## src/rtl/sdr_demux_pkg.sv

```systemverilog
// Shared types and header-field constants for the FTDI receive packet demultiplexer.
package sdr_demux_pkg;

    typedef enum logic [0:0] {
        HDR     = 1'b0,
        PAYLOAD = 1'b1
    } demux_state_e;

    localparam int FT_DATA_WIDTH_DEF = 32;
    localparam int DEST_BITS_DEF     = 2;
    localparam int LEN_WIDTH_DEF     = 16;
    localparam int DROP_CNT_W        = 16;

    // The destination field sits at the top of the header word.
    function automatic int dest_msb(input int data_width);
        return data_width - 1;
    endfunction

endpackage

```

## src/rtl/sdr_demux_watchdog.sv

```systemverilog
// Mid-packet idle watchdog: pulses timeout_o after TIMEOUT_CYCLES idle cycles while run_i is high.
module sdr_demux_watchdog
#(
    parameter int TIMEOUT_CYCLES = 1024
)(
    input  logic clk_i,
    input  logic reset_n,
    input  logic run_i,
    input  logic kick_i,
    output logic timeout_o
);

    localparam int              CNT_W  = $clog2(TIMEOUT_CYCLES + 1);
    localparam logic [CNT_W-1:0] RELOAD = CNT_W'(TIMEOUT_CYCLES - 1);

    // Down-counter holds the idle cycles left before the terminal count.
    logic [CNT_W-1:0] idle_q, idle_d;

    assign timeout_o = run_i && !kick_i && (idle_q == '0);

    always_comb begin
        idle_d = idle_q - CNT_W'(1);
        if (!run_i || kick_i || timeout_o) begin
            idle_d = RELOAD;
        end
    end

    always_ff @(posedge clk_i or negedge reset_n) begin
        if (!reset_n) begin
            idle_q <= RELOAD;
        end else begin
            idle_q <= idle_d;
        end
    end

endmodule

```

## src/rtl/ft_rx_demux.sv

```systemverilog
// Header/payload packet demultiplexer from the FTDI stream to NUM_DEST sinks.
// Optional mid-packet watchdog enabled by defining SDR_DEMUX_TIMEOUT_EN.
//
// state   | meaning
// HDR     | next accepted word is a header (dest + length)
// PAYLOAD | accepted words are forwarded to cur_dest until the count runs out
module ft_rx_demux
    import sdr_demux_pkg::*;
#(
    parameter int FT_DATA_WIDTH    = FT_DATA_WIDTH_DEF,
    parameter int IQ_PAIR_WIDTH    = 24,
    parameter int QSTART_BIT_INDEX = 16,
    parameter int NUM_DEST         = 4,
    parameter int DEST_BITS        = DEST_BITS_DEF,
    parameter int LEN_WIDTH        = LEN_WIDTH_DEF,
    parameter int TIMEOUT_CYCLES   = 1024
)(
    input  logic                     clk_i,
    input  logic                     reset_n,
    input  logic [FT_DATA_WIDTH-1:0] data_i,
    input  logic                     we_i,
    output logic                     full_o,
    output logic                     enough_o,
    output logic [FT_DATA_WIDTH-1:0] dst_data_o,
    output logic [IQ_PAIR_WIDTH-1:0] iq_data_o,
    output logic [NUM_DEST-1:0]      dst_we_o,
    input  logic [NUM_DEST-1:0]      dst_full_i,
    input  logic [NUM_DEST-1:0]      dst_enough_i,
    output logic                     busy_o,
    output logic [DEST_BITS-1:0]     cur_dest_o,
    output logic                     err_o,
    input  logic                     err_clr_i,
    output logic [DROP_CNT_W-1:0]    drop_cnt_o
);

    localparam int                   IQ_HALF    = IQ_PAIR_WIDTH / 2;
    localparam int                   DEST_MSB   = dest_msb(FT_DATA_WIDTH);
    localparam logic [DEST_BITS:0]   NUM_DEST_W = (DEST_BITS + 1)'(NUM_DEST);

    if (NUM_DEST < 2 || NUM_DEST > (2 ** DEST_BITS) || TIMEOUT_CYCLES < 1) begin : g_param_check
        $error("ft_rx_demux: NUM_DEST or TIMEOUT_CYCLES out of range");
    end

    demux_state_e              state_q, state_d;
    logic [DEST_BITS-1:0]      cur_dest_q, cur_dest_d;
    logic [LEN_WIDTH-1:0]      rem_q, rem_d;
    logic [FT_DATA_WIDTH-1:0]  dst_data_q, dst_data_d;
    logic [IQ_PAIR_WIDTH-1:0]  iq_q, iq_d;
    logic [NUM_DEST-1:0]       dst_we_q, dst_we_d;
    logic                      err_q, err_d;
    logic [DROP_CNT_W-1:0]     drop_q, drop_d;

    logic [DEST_BITS-1:0]      hdr_dest;
    logic [LEN_WIDTH-1:0]      hdr_len;
    logic                      hdr_dest_ok, dest_ok;
    logic                      full_sel, enough_sel;
    logic                      err_set;
    logic                      timeout;

    assign hdr_dest    = data_i[DEST_MSB -: DEST_BITS];
    assign hdr_len     = data_i[LEN_WIDTH-1:0];
    assign hdr_dest_ok = {1'b0, hdr_dest} < NUM_DEST_W;
    assign dest_ok     = {1'b0, cur_dest_q} < NUM_DEST_W;

    // An illegal destination matches no index, so both selects fall to 0.
    always_comb begin
        full_sel   = 1'b0;
        enough_sel = 1'b0;
        for (int i = 0; i < NUM_DEST; i++) begin
            if (cur_dest_q == DEST_BITS'(i)) begin
                full_sel   = dst_full_i[i];
                enough_sel = dst_enough_i[i];
            end
        end
    end

`ifdef SDR_DEMUX_TIMEOUT_EN
    sdr_demux_watchdog #(
        .TIMEOUT_CYCLES (TIMEOUT_CYCLES)
    ) u_watchdog (
        .clk_i     (clk_i),
        .reset_n   (reset_n),
        .run_i     (state_q == PAYLOAD),
        .kick_i    (we_i),
        .timeout_o (timeout)
    );
`else
    assign timeout = 1'b0;
`endif

    always_comb begin
        state_d    = state_q;
        cur_dest_d = cur_dest_q;
        rem_d      = rem_q;
        dst_data_d = dst_data_q;
        iq_d       = iq_q;
        dst_we_d   = '0;
        drop_d     = drop_q;
        err_set    = 1'b0;
        case (state_q)
            HDR: begin
                if (we_i) begin
                    cur_dest_d = hdr_dest;
                    rem_d      = hdr_len;
                    err_set    = !hdr_dest_ok;
                    if (hdr_len != '0) begin
                        state_d = PAYLOAD;
                    end
                end
            end
            PAYLOAD: begin
                if (timeout) begin
                    state_d = HDR;
                    err_set = 1'b1;
                end else if (we_i) begin
                    // Count every word, dropped or not, so framing survives overflow.
                    rem_d = rem_q - LEN_WIDTH'(1);
                    if (rem_q == LEN_WIDTH'(1)) begin
                        state_d = HDR;
                    end
                    if (!dest_ok) begin
                        err_set = 1'b1;
                    end else if (full_sel) begin
                        err_set = 1'b1;
                        if (drop_q != '1) begin
                            drop_d = drop_q + DROP_CNT_W'(1);
                        end
                    end else begin
                        dst_data_d = data_i;
                        iq_d       = {data_i[QSTART_BIT_INDEX+IQ_HALF-1:QSTART_BIT_INDEX],
                                      data_i[IQ_HALF-1:0]};
                        dst_we_d   = NUM_DEST'(1) << cur_dest_q;
                    end
                end
            end
            default: state_d = HDR;
        endcase
        err_d = err_set || (err_q && !err_clr_i);
    end

    always_ff @(posedge clk_i or negedge reset_n) begin
        if (!reset_n) begin
            state_q    <= HDR;
            cur_dest_q <= '0;
            rem_q      <= '0;
            dst_data_q <= '0;
            iq_q       <= '0;
            dst_we_q   <= '0;
            err_q      <= 1'b0;
            drop_q     <= '0;
        end else begin
            state_q    <= state_d;
            cur_dest_q <= cur_dest_d;
            rem_q      <= rem_d;
            dst_data_q <= dst_data_d;
            iq_q       <= iq_d;
            dst_we_q   <= dst_we_d;
            err_q      <= err_d;
            drop_q     <= drop_d;
        end
    end

    assign full_o     = (state_q == PAYLOAD) && full_sel;
    assign enough_o   = enough_sel;
    assign busy_o     = (state_q == PAYLOAD);
    assign cur_dest_o = cur_dest_q;
    assign dst_data_o = dst_data_q;
    assign iq_data_o  = iq_q;
    assign dst_we_o   = dst_we_q;
    assign err_o      = err_q;
    assign drop_cnt_o = drop_q;

endmodule

```

## config.mk

```make
export PLATFORM = sky130hd
export DESIGN_NAME = ft_rx_demux
export DESIGN_NICKNAME = d
export VERILOG_FILES = /design/src/rtl/sdr_demux_pkg.sv /design/src/rtl/sdr_demux_watchdog.sv /design/src/rtl/ft_rx_demux.sv
export SDC_FILE = /design/constraint.sdc
export NUM_CORES = 1
export LEC_CHECK = 0
export CORE_MARGIN = 2
export CORE_UTILIZATION = 30
export DETAILED_ROUTE_END_ITERATION = 7
export PLACE_DENSITY_LB_ADDON = 0.1
export SLEW_MARGIN = 10
export SYNTH_ARGS = -nofsm -noshare
export SYNTH_HDL_FRONTEND = slang
export SYNTH_SLANG_ARGS = --single-unit
```

## constraint.sdc

```tcl
create_clock -name clk_i -period 3.25 [get_ports clk_i]
set_input_delay 0.325 -clock clk_i [delete_from_list [all_inputs] [get_ports clk_i]]
set_output_delay 0.325 -clock clk_i [all_outputs]
set_load 0.02 [all_outputs]
```

== Yosys cells after proc, flatten, opt, wreduce, memory -nomap -nowiden ==
Index checks and enable logic that the tools add are counted.

* Register bits after elaboration: 96
* Input bits: 44
* Output and inout bits: 82
* Word-level logic and storage cells: 52

* Add/sub/neg operators: 2
* Eq/ne operators: 7
* Shift-type cells: 1
* Muxes and demuxes: 22
* Bitwise logic cells: 2
* Reduce and logical (&&, ||, !) cells: 10

{| class="wikitable"
|+ Operator list
! cell !! number
|-
| $mux W16 || 2
|-
| $pmux W16 S2 || 1
|-
| $add A16 B1 Y16 const B || 1
|-
| $eq A16 B1 Y1 const B || 1
|-
| $ne A16 B16 Y1 const B || 1
|-
| $reduce_bool A16 Y1 || 1
|-
| $sub A16 B1 Y16 const B || 1
|-
| $mux W1 || 14
|-
| $mux W4 || 3
|-
| $eq A2 B2 Y1 const B || 2
|-
| $ne A2 B2 Y1 const B || 2
|-
| $pmux W1 S2 || 2
|-
| $reduce_and A2 Y1 || 2
|-
| $reduce_and A4 Y1 || 1
|-
| $shl A1 B2 Y4 const A || 1
|-
| $reduce_and A3 Y1 || 1
|-
| $eq A2 B1 Y1 const B || 1
|-
| $logic_and A1 B1 Y1 || 2
|-
| $logic_not A2 Y1 || 1
|-
| $not A1 Y1 || 2
|-
| $logic_not A1 Y1 || 1
|-
| $logic_or A1 B1 Y1 || 1
|}

== Logic depth before layout (Yosys ltp) ==
* Depth in word-level cells: 9
* Mapped depth: 6
* Mapped depth without buffers: 6

== Worst setup path after synthesis ==
OpenSTA, ideal clock, no wires.

* Path kind: register to register
* Start point: register cur_dest_q[0], in the netlist cur_dest_o[0]
* End point: register dst_data_q[0], in the netlist dst_data_o[0]
* Setup time: 125 ps
* Arrival: 1936 ps
* Data required time: 3125 ps
* Slack: 1189 ps
* Stages on the path, launching flop included: 5
* Buffers on the path: 1
* Clock period less this slack: 2061 ps
* Path through: dfrtp_1 > mux4_2 > nor2_1 > buf_4 > mux2_2

* Cells in the longest elaborated chain, start to end: 7
* Elaborated cells between the ends (all ways): 10
* Classes of those cells: eq/ne (3); mux (4); bitwise (1); reduce/logical (2)

{| class="wikitable"
|+ Ends and longest elaborated chain
! what !! line !! source
|-
| start: declaration || ft_rx_demux.sv:45 || <nowiki>logic [DEST_BITS-1:0] cur_dest_q, cur_dest_d;</nowiki>
|-
| start signal: assignment || ft_rx_demux.sv:153 || <nowiki>cur_dest_q <= cur_dest_d;</nowiki>
|-
| $logic_not A2 Y1 || ft_rx_demux.sv:70 || <nowiki>if (cur_dest_q == DEST_BITS'(i)) begin</nowiki>
|-
| $mux W1 (3 in a row) || ft_rx_demux.sv:70 ||
|-
| $mux W1 (*) || ft_rx_demux.sv:70 ||
|-
| $not A1 Y1 (no line) (*) || -- ||
|-
| $reduce_and A3 Y1 (no line) (*) || -- ||
|-
| end signal: assignment || ft_rx_demux.sv:155 || <nowiki>dst_data_q <= dst_data_d;</nowiki>
|-
| end: declaration || ft_rx_demux.sv:47 || <nowiki>logic [FT_DATA_WIDTH-1:0] dst_data_q, dst_data_d;</nowiki>
|}

Every way passes the cells marked *; elsewhere a longest branch is shown, timed or not.
A chain may end at the register's enable or synchronous reset.

== Worst setup path after layout ==
* Start point: register cur_dest_q[0], in the netlist cur_dest_o[0]
* End point: output port full_o

* Cells in the longest elaborated chain, start to end: 6
* Elaborated cells between the ends (all ways): 9
* Classes of those cells: eq/ne (3); mux (4); reduce/logical (2)

{| class="wikitable"
|+ Ends and longest elaborated chain
! what !! line !! source
|-
| $logic_not A2 Y1 || ft_rx_demux.sv:70 ||
|-
| $mux W1 (3 in a row) || ft_rx_demux.sv:70 ||
|-
| $mux W1 (*) || ft_rx_demux.sv:70 ||
|-
| $logic_and A1 B1 Y1 (*) || ft_rx_demux.sv:163 || <nowiki>assign full_o = (state_q == PAYLOAD) && full_sel;</nowiki>
|-
| end: declaration || ft_rx_demux.sv:22 || <nowiki>output logic full_o,</nowiki>
|}

Marked as above.

==> report_table.html <==
<table>
<tr><th>Metric</th><th>Value</th></tr>
<tr><th colspan="2">Clock tree</th></tr>
<tr><td>Clock tree from TritonCTS</td><td>done</td></tr>
<tr><td>CTS-repair resized insts</td><td>0</td></tr>
<tr><td>Clock-pin slew on the worst setup and hold paths</td><td>60 ps</td></tr>
<tr><td>Number of buffers added to fix hold violations after cts</td><td>0</td></tr>
<tr><td>Number of buffers added for setup after CTS</td><td>0</td></tr>
<tr><td>Count of clock tree sinks</td><td>72</td></tr>
<tr><td>Maximum clock insertion buffer count</td><td>2</td></tr>
<tr><td>Number of buffers created by CTS</td><td>9</td></tr>
<tr><td>Clock latency of the later-clocked register in the worst-skew pair</td><td>330 ps</td></tr>
<tr><td>Htree depth</td><td>3</td></tr>
<tr><td>Root buffer selected by CTS</td><td>sky130_fd_sc_hd__clkbuf_16</td></tr>
<tr><th colspan="2">Yosys</th></tr>
<tr><td>Syn Nets</td><td>358</td></tr>
<tr><td>Fraction of post-synthesis cell area in the top cell type by area</td><td>51.4%</td></tr>
<tr><td>Cell type with the highest aggregate area in the netlist</td><td>sky130_fd_sc_hd__dfrtp_1</td></tr>
<tr><td>Top post-synthesis cells by count</td><td>72 x sky130_fd_sc_hd__dfrtp_1, 32 x sky130_fd_sc_hd__mux2_2, 28 x sky130_fd_sc_hd__buf_4</td></tr>
<tr><td>Mean post-synth cell area</td><td>11.3 um^2</td></tr>
<tr><td>Largest cells by area after synthesis</td><td>sky130_fd_sc_hd__dfrtp_1 51%, sky130_fd_sc_hd__mux2_2 10%, sky130_fd_sc_hd__buf_4 6.0%</td></tr>
<tr><td>Number of distinct library cells after synthesis</td><td>46</td></tr>
<tr><td>Total standard cell area after synthesis</td><td>3510 um^2</td></tr>
<tr><td>Yosys reg bits</td><td>72</td></tr>
<tr><td>Post-synthesis sequential area ratio</td><td>51.4%</td></tr>
<tr><td>Warnings from Yosys</td><td>0</td></tr>
<tr><td>Number of enable-type register cells in the synthesized netlist</td><td>0</td></tr>
<tr><td>Count of mapped cells out of synthesis</td><td>311</td></tr>
<tr><td>Share of async-settable or async-resettable flops after synthesis</td><td>100%</td></tr>
<tr><td>Predominant post-synthesis flop cell</td><td>sky130_fd_sc_hd__dfrtp_1</td></tr>
<tr><td>Most frequent cell after synthesis</td><td>sky130_fd_sc_hd__dfrtp_1</td></tr>
<tr><th colspan="2">Power and ir drop</th></tr>
<tr><td>Power density cells</td><td>929 nW/um^2</td></tr>
<tr><td>Reported leakage power</td><td>2.03 nW</td></tr>
<tr><td>Worst voltage drop across the vdd grid</td><td>0.479 mV</td></tr>
<tr><th colspan="2">Placement</th></tr>
<tr><td>Placer's final routability congestion estimate</td><td>0.770</td></tr>
<tr><td>I/O Buffers</td><td>125</td></tr>
<tr><td>Half-perimeter wire length after placement</td><td>6230 um</td></tr>
<tr><th colspan="2">Timing</th></tr>
<tr><td>Hold Fails Final Rpt</td><td>0</td></tr>
<tr><td>Final worst clock skew</td><td>8.74 ps</td></tr>
<tr><td>Pin slew with the least headroom to its limit</td><td>959 ps</td></tr>
<tr><td>Rel. slew slack</td><td>36.1%</td></tr>
<tr><td>Portion of the clock cycle consumed by the worst path in the final layout</td><td>77.7%</td></tr>
<tr><td>Highest attainable clock frequency</td><td>396 MHz</td></tr>
<tr><td>Setup repair after global routing missed its margin</td><td>no</td></tr>
<tr><td>Post-route setup TNS</td><td>0 ps</td></tr>
<tr><td>Max-slew violation count</td><td>0</td></tr>
<tr><td>Final critical-path required period</td><td>2530 ps</td></tr>
<tr><td># setup viols final</td><td>0</td></tr>
<tr><th colspan="2">Floorplan</th></tr>
<tr><td>Starting density of the core</td><td>30.7%</td></tr>
<tr><td>Floorplan row count</td><td>39</td></tr>
<tr><td>Horizontal die dimension</td><td>112 um</td></tr>
<tr><td>Height of the die</td><td>112 um</td></tr>
<tr><td>Top-level I/O count</td><td>126</td></tr>
<tr><td>Core footprint</td><td>11400 um^2</td></tr>
<tr><td>Area of the die</td><td>12600 um^2</td></tr>
<tr><th colspan="2">Route</th></tr>
<tr><td>Violation count after the first detailed-route iteration</td><td>77</td></tr>
<tr><td>Detailed-routing iteration count for the pre-antenna-repair pass</td><td>4</td></tr>
<tr><td>Total via count in the routed design</td><td>2787</td></tr>
<tr><td>DRC violation count after routing</td><td>0</td></tr>
<tr><td>Routed length per placed instance</td><td>15.7 um</td></tr>
<tr><td>Final ANT Viol Nets</td><td>0</td></tr>
<tr><td>Final wirelength</td><td>8800 um</td></tr>
<tr><td>Via-to-Cell Ratio</td><td>4.99</td></tr>
<tr><th colspan="2">Final layout</th></tr>
<tr><td>Number of nets in the finished design</td><td>459</td></tr>
<tr><td>Fillers</td><td>1114</td></tr>
<tr><td>Share of post-route cells with drive strength above 1</td><td>14.4%</td></tr>
<tr><td>Core occupancy in the finished layout</td><td>44.4%</td></tr>
<tr><td>Layout Area Growth over Synthesis</td><td>44.4%</td></tr>
<tr><td>Number of diodes</td><td>0</td></tr>
<tr><th colspan="2">GRT</th></tr>
<tr><td>Via count of the first global-routing pass</td><td>2834</td></tr>
<tr><td>Largest net degree at the start of global routing</td><td>73</td></tr>
<tr><td>Grt total ovfl</td><td>0</td></tr>
<tr><td>First-pass GRT wire length</td><td>14400 um</td></tr>
<tr><td>Global-route total usage across every layer</td><td>14.2%</td></tr>
<tr><td>Number of antenna violations at the first check in global routing</td><td>0</td></tr>
<tr><th colspan="2">Setup path</th></tr>
<tr><td>Data required time of the worst path</td><td>2920 ps</td></tr>
<tr><td>Type of the worst setup path</td><td>register to output port</td></tr>
<tr><td>Biggest fanout along the worst timing path</td><td>8</td></tr>
<tr><td>Crit path buffers/inverters</td><td>1</td></tr>
<tr><td>Cell breakdown of the critical path</td><td>mux4_2 -&gt; and2_1 -&gt; clkdlybuf4s50_1</td></tr>
<tr><td>Critical-path top delay cell</td><td>sky130_fd_sc_hd__mux4_2</td></tr>
<tr><td>Biggest cell delay along the critical path</td><td>630 ps</td></tr>
<tr><td>Critical Path Source Type</td><td>register</td></tr>
<tr><td>Kind of end point of the critical path</td><td>output port</td></tr>
<tr><td>Data arrival time of the critical path</td><td>2200 ps</td></tr>
<tr><td>Cell class contributing the biggest share of worst-path delay</td><td>multiplexers</td></tr>
<tr><th colspan="2">Status</th></tr>
<tr><td>Run status</td><td>completed</td></tr>
<tr><th colspan="2">Flow run</th></tr>
<tr><td>Max-capacitance violation count</td><td>0</td></tr>
<tr><th colspan="2">Min path</th></tr>
<tr><td>Hold WC Path Type</td><td>primary input to async pin</td></tr>
</table>
worst paths after layout:
kind                                           startpoint                          to  slack [ps]  depth (start not counted)
max in group asynchronous                         reset_n   dst_data_o[3]$_DFFE_PN0P_        2470                          1
worst min-delay path                              reset_n   dst_data_o[9]$_DFFE_PN0P_         120                          1
worst max-delay path            cur_dest_o[0]$_DFFE_PN0P_                      full_o         720                          3
worst min register to register  drop_cnt_o[8]$_DFFE_PN0P_   drop_cnt_o[8]$_DFFE_PN0P_         490                          1
min in group clk_i              drop_cnt_o[8]$_DFFE_PN0P_   drop_cnt_o[8]$_DFFE_PN0P_         490                          1
worst max register to register           busy_o$_DFF_PN0_  dst_data_o[14]$_DFFE_PN0P_        1020                          4
logic make-up after synthesis:
kind of cell | after synthesis | share of synthesized area (%)
compound gates | 51 | 8.84
xor+xnor | 15 | 3.74
fa+ha+maj | 3 | 1.07
buf+inv | 42 | 7.52
flops | 72 | 51.4
mux | 38 | 12.8
simple gates | 90 | 14.7
through the flow:
stage,cells,total power [W],cell area [um^2],worst slack [ps],hold slack [ps]
2_1_floorplan,311,0.00277,3510,1190,29.4
3_3_place_gp,544,0.00360,4730,838,467
3_5_place_dp,544,0.00362,4730,790,474
4_1_cts,559,0.00477,5060,700,192
5_1_grt,559,0.00497,5060,646,220
6_report,559,0.00470,5060,723,119
sequential cells by signal (all words and copies together) (netlist names):
register and flops:
busy_o 1, cur_dest_o 2, drop_cnt_o 16, dst_data_o 32, dst_we_o 4, err_o 1
rem_q 16
power breakdown:
part	total, W	internal (W)	switching [W]
clock network	0.00112	0.000747	0.000373
logic	0.00205	0.00107	0.000979
registers	0.00153	0.00122	0.000313
cell type report:
class / instances / area, um^2 / area share [%]
timing repair buffer: 128 / 1280 / 25.3
clock buffer: 10 / 229 / 4.52
clock inverter: 5 / 106 / 2.10
sequential: 72 / 1800 / 35.6
tap: 143 / 179 / 3.53
inverter: 4 / 15.0 / 0.296
multi-input combinational: 197 / 1450 / 28.6
cells in the final DEF (no fill, tap or decap), types with 2 or more instances in the layout:
cell type	instances
sky130_fd_sc_hd__clkdlybuf4s50_1	124
sky130_fd_sc_hd__dfrtp_1	72
sky130_fd_sc_hd__mux2_2	32
sky130_fd_sc_hd__nand2_1	25
sky130_fd_sc_hd__a21oi_1	17
sky130_fd_sc_hd__nand3_1	12
sky130_fd_sc_hd__o22ai_1	12
sky130_fd_sc_hd__o21ai_0	9
sky130_fd_sc_hd__nand4_1	9
sky130_fd_sc_hd__xnor2_1	9
sky130_fd_sc_hd__clkbuf_16	9
sky130_fd_sc_hd__nor4_1	7
sky130_fd_sc_hd__nor3_1	7
sky130_fd_sc_hd__nor2_1	7
sky130_fd_sc_hd__xor2_1	6
sky130_fd_sc_hd__inv_1	4
sky130_fd_sc_hd__nand2b_1	3
sky130_fd_sc_hd__a2bb2oi_1	3
sky130_fd_sc_hd__and3_1	3
sky130_fd_sc_hd__ha_1	3
sky130_fd_sc_hd__bufinv_16	3
sky130_fd_sc_hd__buf_4	3
sky130_fd_sc_hd__mux4_2	2
sky130_fd_sc_hd__nor4b_1	2
sky130_fd_sc_hd__and4_1	2
sky130_fd_sc_hd__mux2i_1	2
sky130_fd_sc_hd__a21boi_0	2
sky130_fd_sc_hd__o32ai_1	2
sky130_fd_sc_hd__nor2b_1	2
sky130_fd_sc_hd__mux2_1	2
metal layers:
metal  vias up  GRT usage [%]  routed length, um
met5         -              0                  0
met4         0           5.77                182
met3        15           3.83                490
met2        85           22.7               4210
met1      1385           18.4               3920
li1       1302              -                  -
No activity file was read; power rests on OpenSTA's default activity.
